File: src/rtl/gshare_btb_predictor_if.sv
// rtl/gshare_btb_predictor_if.sv - fetch/predict/train bus of the gshare+BTB predictor
interface gshare_btb_predictor_if #(
    parameter int GHR_BITS = 8
);
    logic                fetch_valid;
    logic [31:0]         fetch_pc;
    logic                pred_taken;
    logic [31:0]         pred_target;
    logic                pred_hit;
    logic [GHR_BITS-1:0] pred_ghr;
    logic                upd_valid;
    logic [31:0]         upd_pc;
    logic [GHR_BITS-1:0] upd_ghr;
    logic                upd_taken;
    logic [31:0]         upd_target;
    logic                upd_mispredict;
    logic                ready;
    logic [31:0]         branch_cnt;
    logic [31:0]         mispred_cnt;

    modport master (
        output fetch_valid, fetch_pc,
        output upd_valid, upd_pc, upd_ghr, upd_taken, upd_target, upd_mispredict,
        input  pred_taken, pred_target, pred_hit, pred_ghr,
        input  ready, branch_cnt, mispred_cnt
    );

    modport slave (
        input  fetch_valid, fetch_pc,
        input  upd_valid, upd_pc, upd_ghr, upd_taken, upd_target, upd_mispredict,
        output pred_taken, pred_target, pred_hit, pred_ghr,
        output ready, branch_cnt, mispred_cnt
    );
endinterface

File: src/rtl/gshare_btb_predictor.sv
// rtl/gshare_btb_predictor.sv - gshare direction predictor with direct-mapped BTB and perf counters
module gshare_btb_predictor #(
    parameter int GHR_BITS    = 8,
    parameter int BHT_ENTRIES = 256,
    parameter int CNT_BITS    = 2,
    parameter int BTB_ENTRIES = 32,
    parameter int TAG_BITS    = 12
) (
    input logic                   clk,
    input logic                   reset_n,
    gshare_btb_predictor_if.slave bus
);
    localparam int IDX   = $clog2(BHT_ENTRIES);
    localparam int BI    = $clog2(BTB_ENTRIES);
    localparam int SWEEP = (BHT_ENTRIES > BTB_ENTRIES) ? BHT_ENTRIES : BTB_ENTRIES;
    localparam int PTR_W = $clog2(SWEEP);
    localparam logic [CNT_BITS-1:0] CNT_MAX  = '1;
    localparam logic [CNT_BITS-1:0] CNT_INIT = CNT_BITS'((1 << (CNT_BITS - 1)) - 1);

    typedef enum logic {S_INIT, S_READY} state_t;

    state_t              state;
    state_t              state_nxt;
    logic [PTR_W-1:0]    ptr;
    logic                init_en;
    logic                active;
    logic [GHR_BITS-1:0] ghr;
    logic [31:0]         branch_q;
    logic [31:0]         mispred_q;

    logic [CNT_BITS-1:0] cnt_tbl    [BHT_ENTRIES];
    logic                btb_valid  [BTB_ENTRIES];
    logic [TAG_BITS-1:0] btb_tag    [BTB_ENTRIES];
    logic [31:0]         btb_target [BTB_ENTRIES];

    logic [IDX-1:0]      fetch_bidx;
    logic [IDX-1:0]      upd_bidx;
    logic [BI-1:0]       fetch_ent;
    logic [BI-1:0]       upd_ent;
    logic [TAG_BITS-1:0] fetch_tag;
    logic [TAG_BITS-1:0] upd_tag;
    logic                hit;
    logic                taken;
    logic                upd_en;
    logic                recover;
    logic                unused_bits;

    always_ff @(posedge clk or negedge reset_n) begin
        if (!reset_n) begin
            state <= S_INIT;
            ptr   <= '0;
        end else begin
            state <= state_nxt;
            if (init_en) ptr <= ptr + PTR_W'(1);
        end
    end

    always_comb begin
        state_nxt = state;
        if (state == S_INIT && ptr == PTR_W'(SWEEP - 1)) state_nxt = S_READY;
    end

    always_comb begin
        init_en = (state == S_INIT);
        active  = (state == S_READY);
    end

    assign fetch_bidx  = bus.fetch_pc[IDX+1:2] ^ IDX'(ghr);
    assign upd_bidx    = bus.upd_pc[IDX+1:2] ^ IDX'(bus.upd_ghr);
    assign fetch_ent   = bus.fetch_pc[BI+1:2];
    assign upd_ent     = bus.upd_pc[BI+1:2];
    assign fetch_tag   = bus.fetch_pc[BI+2 +: TAG_BITS];
    assign upd_tag     = bus.upd_pc[BI+2 +: TAG_BITS];
    assign unused_bits = ^{bus.fetch_pc, bus.upd_pc, bus.upd_ghr};

    // Prediction reads the arrays before this edge's training write lands
    always_comb begin
        hit             = 1'b0;
        taken           = 1'b0;
        bus.pred_target = '0;
        bus.pred_ghr    = '0;
        if (active) begin
            hit          = btb_valid[fetch_ent] && (btb_tag[fetch_ent] == fetch_tag);
            taken        = hit && cnt_tbl[fetch_bidx][CNT_BITS-1];
            bus.pred_ghr = ghr;
            if (hit) bus.pred_target = btb_target[fetch_ent];
        end
    end

    assign bus.pred_hit    = hit;
    assign bus.pred_taken  = taken;
    assign bus.ready       = active;
    assign bus.branch_cnt  = branch_q;
    assign bus.mispred_cnt = mispred_q;

    assign upd_en  = active && bus.upd_valid;
    assign recover = upd_en && bus.upd_mispredict;

    // A mispredict restore overrides any speculative shift in the same cycle
    always_ff @(posedge clk or negedge reset_n) begin
        if (!reset_n) begin
            ghr       <= '0;
            branch_q  <= '0;
            mispred_q <= '0;
        end else begin
            if (recover) begin
                ghr <= {bus.upd_ghr[GHR_BITS-2:0], bus.upd_taken};
            end else if (active && bus.fetch_valid && hit) begin
                ghr <= {ghr[GHR_BITS-2:0], taken};
            end
            if (upd_en && branch_q != '1) branch_q <= branch_q + 32'd1;
            if (recover && mispred_q != '1) mispred_q <= mispred_q + 32'd1;
        end
    end

    // Tables are cleared by the sweep rather than by reset
    always_ff @(posedge clk) begin
        if (init_en) begin
            if (32'(ptr) < BHT_ENTRIES) cnt_tbl[ptr[IDX-1:0]] <= CNT_INIT;
            if (32'(ptr) < BTB_ENTRIES) btb_valid[ptr[BI-1:0]] <= 1'b0;
        end else if (upd_en) begin
            if (bus.upd_taken) begin
                if (cnt_tbl[upd_bidx] != CNT_MAX) cnt_tbl[upd_bidx] <= cnt_tbl[upd_bidx] + CNT_BITS'(1);
                btb_valid[upd_ent]  <= 1'b1;
                btb_tag[upd_ent]    <= upd_tag;
                btb_target[upd_ent] <= bus.upd_target;
            end else if (cnt_tbl[upd_bidx] != '0) begin
                cnt_tbl[upd_bidx] <= cnt_tbl[upd_bidx] - CNT_BITS'(1);
            end
        end
    end
endmodule

File: src/flat_wrapper.sv
// flat-port wrapper written by rule: the top's interface ports become plain ports
module gshare_btb_predictor_flat 
#(
    parameter int GHR_BITS    = 8,
    parameter int BHT_ENTRIES = 256,
    parameter int CNT_BITS    = 2,
    parameter int BTB_ENTRIES = 32,
    parameter int TAG_BITS    = 12
)
  (clk, reset_n, bus_fetch_valid, bus_fetch_pc, bus_upd_valid, bus_upd_pc, bus_upd_ghr, bus_upd_taken, bus_upd_target, bus_upd_mispredict, bus_pred_taken, bus_pred_target, bus_pred_hit, bus_pred_ghr, bus_ready, bus_branch_cnt, bus_mispred_cnt);
  gshare_btb_predictor_if #(.GHR_BITS(GHR_BITS)) bus_i ();
  input logic clk;
  input logic reset_n;
  input wire logic [$bits(bus_i.fetch_valid)-1:0] bus_fetch_valid;
  input wire logic [$bits(bus_i.fetch_pc)-1:0] bus_fetch_pc;
  input wire logic [$bits(bus_i.upd_valid)-1:0] bus_upd_valid;
  input wire logic [$bits(bus_i.upd_pc)-1:0] bus_upd_pc;
  input wire logic [$bits(bus_i.upd_ghr)-1:0] bus_upd_ghr;
  input wire logic [$bits(bus_i.upd_taken)-1:0] bus_upd_taken;
  input wire logic [$bits(bus_i.upd_target)-1:0] bus_upd_target;
  input wire logic [$bits(bus_i.upd_mispredict)-1:0] bus_upd_mispredict;
  output wire logic [$bits(bus_i.pred_taken)-1:0] bus_pred_taken;
  output wire logic [$bits(bus_i.pred_target)-1:0] bus_pred_target;
  output wire logic [$bits(bus_i.pred_hit)-1:0] bus_pred_hit;
  output wire logic [$bits(bus_i.pred_ghr)-1:0] bus_pred_ghr;
  output wire logic [$bits(bus_i.ready)-1:0] bus_ready;
  output wire logic [$bits(bus_i.branch_cnt)-1:0] bus_branch_cnt;
  output wire logic [$bits(bus_i.mispred_cnt)-1:0] bus_mispred_cnt;
  assign bus_i.fetch_valid = bus_fetch_valid;
  assign bus_i.fetch_pc = bus_fetch_pc;
  assign bus_i.upd_valid = bus_upd_valid;
  assign bus_i.upd_pc = bus_upd_pc;
  assign bus_i.upd_ghr = bus_upd_ghr;
  assign bus_i.upd_taken = bus_upd_taken;
  assign bus_i.upd_target = bus_upd_target;
  assign bus_i.upd_mispredict = bus_upd_mispredict;
  assign bus_pred_taken = bus_i.pred_taken;
  assign bus_pred_target = bus_i.pred_target;
  assign bus_pred_hit = bus_i.pred_hit;
  assign bus_pred_ghr = bus_i.pred_ghr;
  assign bus_ready = bus_i.ready;
  assign bus_branch_cnt = bus_i.branch_cnt;
  assign bus_mispred_cnt = bus_i.mispred_cnt;
  gshare_btb_predictor #(.GHR_BITS(GHR_BITS), .BHT_ENTRIES(BHT_ENTRIES), .CNT_BITS(CNT_BITS), .BTB_ENTRIES(BTB_ENTRIES), .TAG_BITS(TAG_BITS)) u_core (.clk(clk), .reset_n(reset_n), .bus(bus_i));
endmodule
File: config.mk
export PLATFORM = sky130hd
export DESIGN_NAME = gshare_btb_predictor_flat
export DESIGN_NICKNAME = d
export VERILOG_FILES = /design/src/rtl/gshare_btb_predictor_if.sv /design/src/rtl/gshare_btb_predictor.sv /design/src/flat_wrapper.sv
export SDC_FILE = /design/constraint.sdc
export NUM_CORES = 2
export LEC_CHECK = 0
export CORE_MARGIN = 1
export CORE_UTILIZATION = 35
export CTS_CLUSTER_DIAMETER = 60
export DETAILED_ROUTE_END_ITERATION = 10
export PLACE_DENSITY = 0.51
export SETUP_SLACK_MARGIN = 0.2
export SYNTH_ARGS = -nofsm -noshare
export SYNTH_HDL_FRONTEND = slang
export SYNTH_SLANG_ARGS = --single-unit
File: constraint.sdc
create_clock -name clk -period 16.1 [get_ports clk]
set_input_delay 1.61 -clock clk [delete_from_list [all_inputs] [get_ports clk]]
set_output_delay 1.61 -clock clk [all_outputs]
set_load 0.03 [all_outputs]
* Word-level counts from Yosys, hierarchy flattened
Memories as Yosys holds them, arrays and structs flattened.
Cells that the tools add are included.
** Storage, ports and cells
- Bits in writable memories :: 1952
- Output and inout port bits :: 107
- Register bits after elaboration :: 81
- Word-level logic and storage cells :: 69
- Bits of input ports :: 110
- Memories :: 4
** Cells by class
- Bitwise logic cells :: 4
- Order comparisons :: 1
- Reductions and logical operators :: 13
- Add/subtract/negate cells :: 5
- Multiplexer cells :: 32
- Equality and inequality tests :: 5
** Memories
- u_core.btb_target :: words 32, width 32, read ports 1, clocked after Yosys merged registers in 0, wr ports 1, line gshare_btb_predictor.sv:34 : logic [31:0] btb_target [BTB_ENTRIES];
- u_core.cnt_tbl :: words 256, width 2, read ports 2, clocked after Yosys merged registers in 0, wr ports 1, line gshare_btb_predictor.sv:31 : logic [CNT_BITS-1:0] cnt_tbl [BHT_ENTRIES];
- u_core.btb_tag :: words 32, width 12, read ports 1, clocked after Yosys merged registers in 0, wr ports 1, line gshare_btb_predictor.sv:33 : logic [TAG_BITS-1:0] btb_tag [BTB_ENTRIES];
- u_core.btb_valid :: words 32, width 1, read ports 1, clocked after Yosys merged registers in 0, wr ports 1, line gshare_btb_predictor.sv:32 : logic btb_valid [BTB_ENTRIES];
** Operators by type and width (count)
- $add 32x1->32 const B :: 2
- $mux 32 :: 2
- $ne 32x32->1 const B :: 2
- $mux 8 :: 4
- $mux 1 :: 23
- $xor 8x8->8 :: 2
- $eq 12x12->1 :: 1
- $logic_and 1x1->1 :: 9
- $add 8x1->8 const B :: 1
- $eq 8x8->1 const B :: 1
- $lt 8x6->1 const B :: 1
- $mux 5 :: 1
- $mux 2 :: 2
- $reduce_bool 2->1 :: 2
- $add 2x1->2 const B :: 1
- $ne 2x2->1 const B :: 1
- $reduce_or 2->1 :: 1
- $sub 2x1->2 const B :: 1
- $not 1->1 :: 1
- $or 1x1->1 :: 1
- $reduce_or 1->1 :: 1

* Longest topological paths before layout
An unclocked memory read counts as a cell.
- Word-level depth :: 11
- Gate-level depth with buffers :: 19

* Worst setup path after synthesis
OpenSTA, ideal clock, no wires.
- Path type :: input -> register
- Start point :: input port bus_upd_pc[2]
- End point :: memory u_core.cnt_tbl[0][1] (data pin)
- Stages :: 14
- Setup slack :: -683 ps
- Setup time :: 2246 ps
- Buffers on the path :: 5
- Data required time :: 13854 ps
- Arrival :: 14537 ps
- Cell sequence :: buf_4 xnor2_1 buf_4 buf_4 buf_2 mux2i_1 o22ai_1 a21oi_1 a21oi_1 or4_1 and4_1 buf_6 xnor2_1 a211oi_1
** On the way
- Word-level cells in the longest chain between the ends :: 11
** Ends and longest elaborated chain
- from (decl) :: line flat_wrapper.sv:17 : input wire logic [$bits(bus_i.upd_pc)-1:0] bus_upd_pc;
- $xor 8x8->8 (*) :: line gshare_btb_predictor.sv:69 : assign upd_bidx = bus.upd_pc[IDX+1:2] ^ IDX'(bus.upd_ghr);
- $mem_v2 256x2 (*)
- $ne 2x2->1 / $reduce_bool 2->1 (equally long branches) :: line gshare_btb_predictor.sv:123, gshare_btb_predictor.sv:127
- $mux 1, on equally long branches :: line gshare_btb_predictor.sv:123, gshare_btb_predictor.sv:127
- $mux 1 :: line gshare_btb_predictor.sv:122 : if (bus.upd_taken) begin
- $mux 1 :: line gshare_btb_predictor.sv:121 : end else if (upd_en) begin
- $mux 1 :: line gshare_btb_predictor.sv:118 : if (init_en) begin
- $mux 1, on equally long branches :: line gshare_btb_predictor.sv:123, gshare_btb_predictor.sv:128
- $or 1x1->1 (no line)
- $reduce_or 2->1 (no line)
- $mux 2 (no line) (*)
- to (decl) :: line gshare_btb_predictor.sv:31
Every way passes the cells marked *; elsewhere a longest branch is shown, timed or not.

* Final worst setup path
- Start point :: input port bus_fetch_pc[2]
- End point :: output port bus_pred_target[30]
** On the way
- Word-level cells in the longest chain between the ends :: 5
** Ends and longest elaborated chain
- from (decl) :: line flat_wrapper.sv:15 : input wire logic [$bits(bus_i.fetch_pc)-1:0] bus_fetch_pc;
- $mem_v2 32x12
- $eq 12x12->1 :: line gshare_btb_predictor.sv:83 : hit = btb_valid[fetch_ent] && (btb_tag[fetch_ent] == fetch_tag);
- $logic_and 1x1->1 :: line gshare_btb_predictor.sv:83
- $mux 32 (*) :: line gshare_btb_predictor.sv:86 : if (hit) bus.pred_target = btb_target[fetch_ent];
- $mux 32 (*) :: line gshare_btb_predictor.sv:82 : if (active) begin
- to (decl) :: line flat_wrapper.sv:23 : output wire logic [$bits(bus_i.pred_target)-1:0] bus_pred_target;
Marks and branches as above.

==> results.py <==
metrics = {
    "setup_path": {
        "arrival_ns": 8.12,
        "cp_max_fo": 50,
        "slowest_stage": "buf_4",
        "cp_common_cell": "buf_4",
        "path_cells": "buf_8 -> buf_4 -> buf_4 -> mux4_2 -> mux4_2 -> mux2i_1 -> xnor2_1 -> nor4_1 -> buf_4 -> nand4_1 -> or4_2 -> buf_4 -> nor2_1 -> clkdlybuf4s50_1",
        "cp_slowest_stage_delay_ns": 0.75,
        "endpoint_kind": "primary output",
        "cp.required_ns": 14.49,
        "crit_type": "input pin to primary output",
        "start_kind": "input pin",
    },
    "floorplanning": {
        "io_pins": 217,
        "core_um2": 238000,
        "dieWidth_um": 491,
        "die_h_um": 491,
        "core.rowCount": 179,
        "start_util_pct": 35.2,
        "dieArea_um2": 241000,
    },
    "synthesis": {
        "yosys-top-cells-area": "edfxtp_1, mux4_2, dfrtp_1",
        "syn_inst": 4061,
        "syn_area_per_cell_um2": 20.6,
        "syn_nets": 4174,
        "async_flop_share_pct": 3.98,
        "synth_edf_count": 1952,
        "ys_dominant_reg_cell": "edfxtp_1",
        "ys_seq_area_share_pct": 72.5,
        "yosys_warnings": 0,
        "synth_area_um2": 83600,
        "ys_ff_latch": 2033,
        "synth.distinct_cells": 61,
        "synth_area_leader_cell": "edfxtp_1",
        "synth_top_area_share_pct": 70.1,
    },
    "routing": {
        "drc": 0,
        "ant_nets": 0,
        "first_pass_iters": 7,
        "routed_via_density": 5.63,
        "wl_per_cell_um": 31.5,
        "num_vias": 43200,
        "dr.first_iter.drc_count": 4451,
        "wl_um": 242000,
    },
    "clock_tree": {
        "clkLatencyLatePin_ns": 0.88,
        "htree_num_levels": 4,
        "clkTransAtPathRegs_ns": 0.06,
        "clock_sinks": 2033,
        "cts_buffer_depth": 3,
        "cts_tree": "done",
        "root_buffer": "clkbuf_16",
        "post_cts_buffers": 0,
        "cts_buffers": 219,
        "ctsResizeCount": 0,
        "hold_buffers": 0,
    },
    "timing": {
        "worstMarginPinSlew_ns": 1.36,
        "clock_skew_ns": 0.107,
        "final.period_utilization_pct": 60.4,
        "finalHoldViolations": 0,
        "fmax_mhz": 103,
        "max_slew_margin_pct": 8.81,
        "setup_viol_count_final": 0,
        "rsz0062_at_grt": "no",
        "setup_tns_ns": 0,
        "fin_crit_ns": 9.73,
        "setup_slack_ns": 6.37,
        "slew_viol_final": 0,
    },
    "placed_design": {
        "place_hpwl_um": 133000,
        "port_buffers": 186,
        "gp_congestion": 0.840,
        "place_area_um2": 89700,
        "place_ws_ns": 6.13,
    },
    "finish": {
        "drive_gt1_share_pct": 26.2,
        "postLayoutCellArea_um2": 96800,
        "area_growth_pct": 15.8,
        "fin_util_pct": 40.7,
        "final_nets": 4439,
    },
    "flow_run": {
        "max_cap_viol_count": 0,
    },
    "worst_hold_path": {
        "holdCritPathClass": "flop to flop",
    },
    "pwr": {
        "max-vdd-ir-drop_mv": 0.0973,
        "power_mw": 11.3,
        "leakage_nw": 29.3,
        "powerDensity_nw_per_um2": 117,
    },
    "global_routing": {
        "grt_overflow": 0,
        "grt_max_degree": 119,
        "track_usage_pct": 19.9,
        "grt_pass1_wl_um": 341000,
        "antenna_found_initial": 15,
        "grt_pass1_vias": 44400,
    },
    "run_status": {
        "run_status": "finished, final reports clean",
    },
}
## sequential cells by signal, summed over array words and instances (netlist names)
register and flops:
u_core.btb_tag 384, u_core.btb_target 1024, u_core.btb_valid 32, u_core.bus.branch_cnt 32, u_core.bus.mispred_cnt 32, u_core.bus.ready 1, u_core.cnt_tbl 512, u_core.ghr 8
u_core.ptr 8
## cell usage in the layout (no fill, tap or decap), drive strengths merged, types with 83 or more instances in the layout
cell	Yosys	final
clkinv	0	89
a22oi	225	225
edfxtp	1952	1952
buf	125	136
clkdlybuf4s50	0	180
nand2	132	132
clkbuf	147	275
mux2i	83	83
nor2	167	167
mux4	649	649
## routing by layer
layer / wire [µm] / up-vias / part of all wire (%) / global-route usage [%]
li1: - / 17700 / - / -
met1: 99900 / 23600 / 41 / 26.7
met2: 121000 / 1588 / 50 / 33.4
met3: 14900 / 356 / 6.2 / 3.37
met4: 5820 / 4 / 2.4 / 5.23
met5: 23 / - / 0.0095 / 0
## kinds of logic (layout without fill, tap and decap cells)
group / after synthesis / in the layout / share of synthesized area, %
buf+inv: 284 / 728 / 1.49
xor+xnor: 104 / 104 / 1.09
fa+ha+maj: 3 / 3 / 0.0449
mux: 736 / 736 / 18.5
simple gates: 513 / 513 / 2.91
other cells: 0 / 4 / 0
compound gates: 388 / 388 / 3.40
flops: 2033 / 2033 / 72.5
## cell usage after synthesis, types with 8 or more instances
| cell | count |
|---|---|
| a211oi_1 | 29 |
| a21oi_1 | 43 |
| a22oi_1 | 215 |
| a22oi_2 | 10 |
| a31oi_1 | 16 |
| and2_1 | 16 |
| buf_1 | 34 |
| buf_2 | 72 |
| buf_4 | 14 |
| clkbuf_1 | 147 |
| dfrtp_1 | 81 |
| edfxtp_1 | 1952 |
| inv_1 | 11 |
| mux2i_1 | 83 |
| mux4_2 | 649 |
| nand2_1 | 132 |
| nand2b_1 | 10 |
| nand3_1 | 52 |
| nand4_1 | 43 |
| nor2_1 | 167 |
| nor2b_1 | 8 |
| nor3_1 | 30 |
| o21ai_0 | 14 |
| o21ai_2 | 13 |
| o22ai_1 | 15 |
| or4_1 | 14 |
| xnor2_1 | 67 |
| xor2_1 | 37 |
## power by group
| part | switching [mW] | total [mW] | internal [mW] | leakage (nW) |
|---|---|---|---|---|
| sequential | 0 | 5.77 | 5.77 | 18.5 |
| clock | 2.15 | 4.99 | 2.84 | 3.43 |
| combinational | 0.332 | 0.535 | 0.203 | 7.38 |
| total | 2.48 | 11.3 | 8.82 | 29.3 |
## critical path: cells and delay by family
family,cells,cell delay [ns]
buffers and inverters,6,3.07
muxes,3,1.60
and+or+nand+nor,4,1.45
xor gates and xnor gates,1,0.13
## final cells by class
| class | count | area, µm² |
|---|---|---|
| clock buffers | 275 | 5740 |
| repair buffers | 316 | 2870 |
| flip-flops and latches | 2033 | 60600 |
| clock inverters | 125 | 1380 |
| inverters | 12 | 45.0 |
| multi-input cells | 1744 | 22200 |
| fillers | 21000 | 141000 |
| diodes | 4 | 10.0 |
| well taps | 3167 | 3960 |
## per-stage QoR
step | hold WS (ns) | instances
2_1_floorplan | 0.579 | 4061
3_3_place_gp | 0.480 | 7272
5_1_grt | 0.509 | 7674
4_1_cts | 0.496 | 7672
6_report | 0.496 | 7676
3_5_place_dp | 0.483 | 7272
## worst paths after layout
check	start	slack, ns	to	cells past startpoint
hold / removal	u_core.bus.mispred_cnt[17]	0.50	u_core.bus.mispred_cnt[17]	1
setup reg to reg	u_core.cnt_tbl[209][0]	10.50	u_core.cnt_tbl[32][1]	10
min in group asynchronous	reset_n	0.97	u_core.bus.mispred_cnt[7]	1
max in group asynchronous	reset_n	14.46	u_core.bus.branch_cnt[26]	1
hold reg to reg	u_core.bus.mispred_cnt[17]	0.50	u_core.bus.mispred_cnt[17]	1
setup / recovery	bus_fetch_pc[2]	6.37	bus_pred_target[30]	14
No activity file was read; power rests on OpenSTA's default activity.
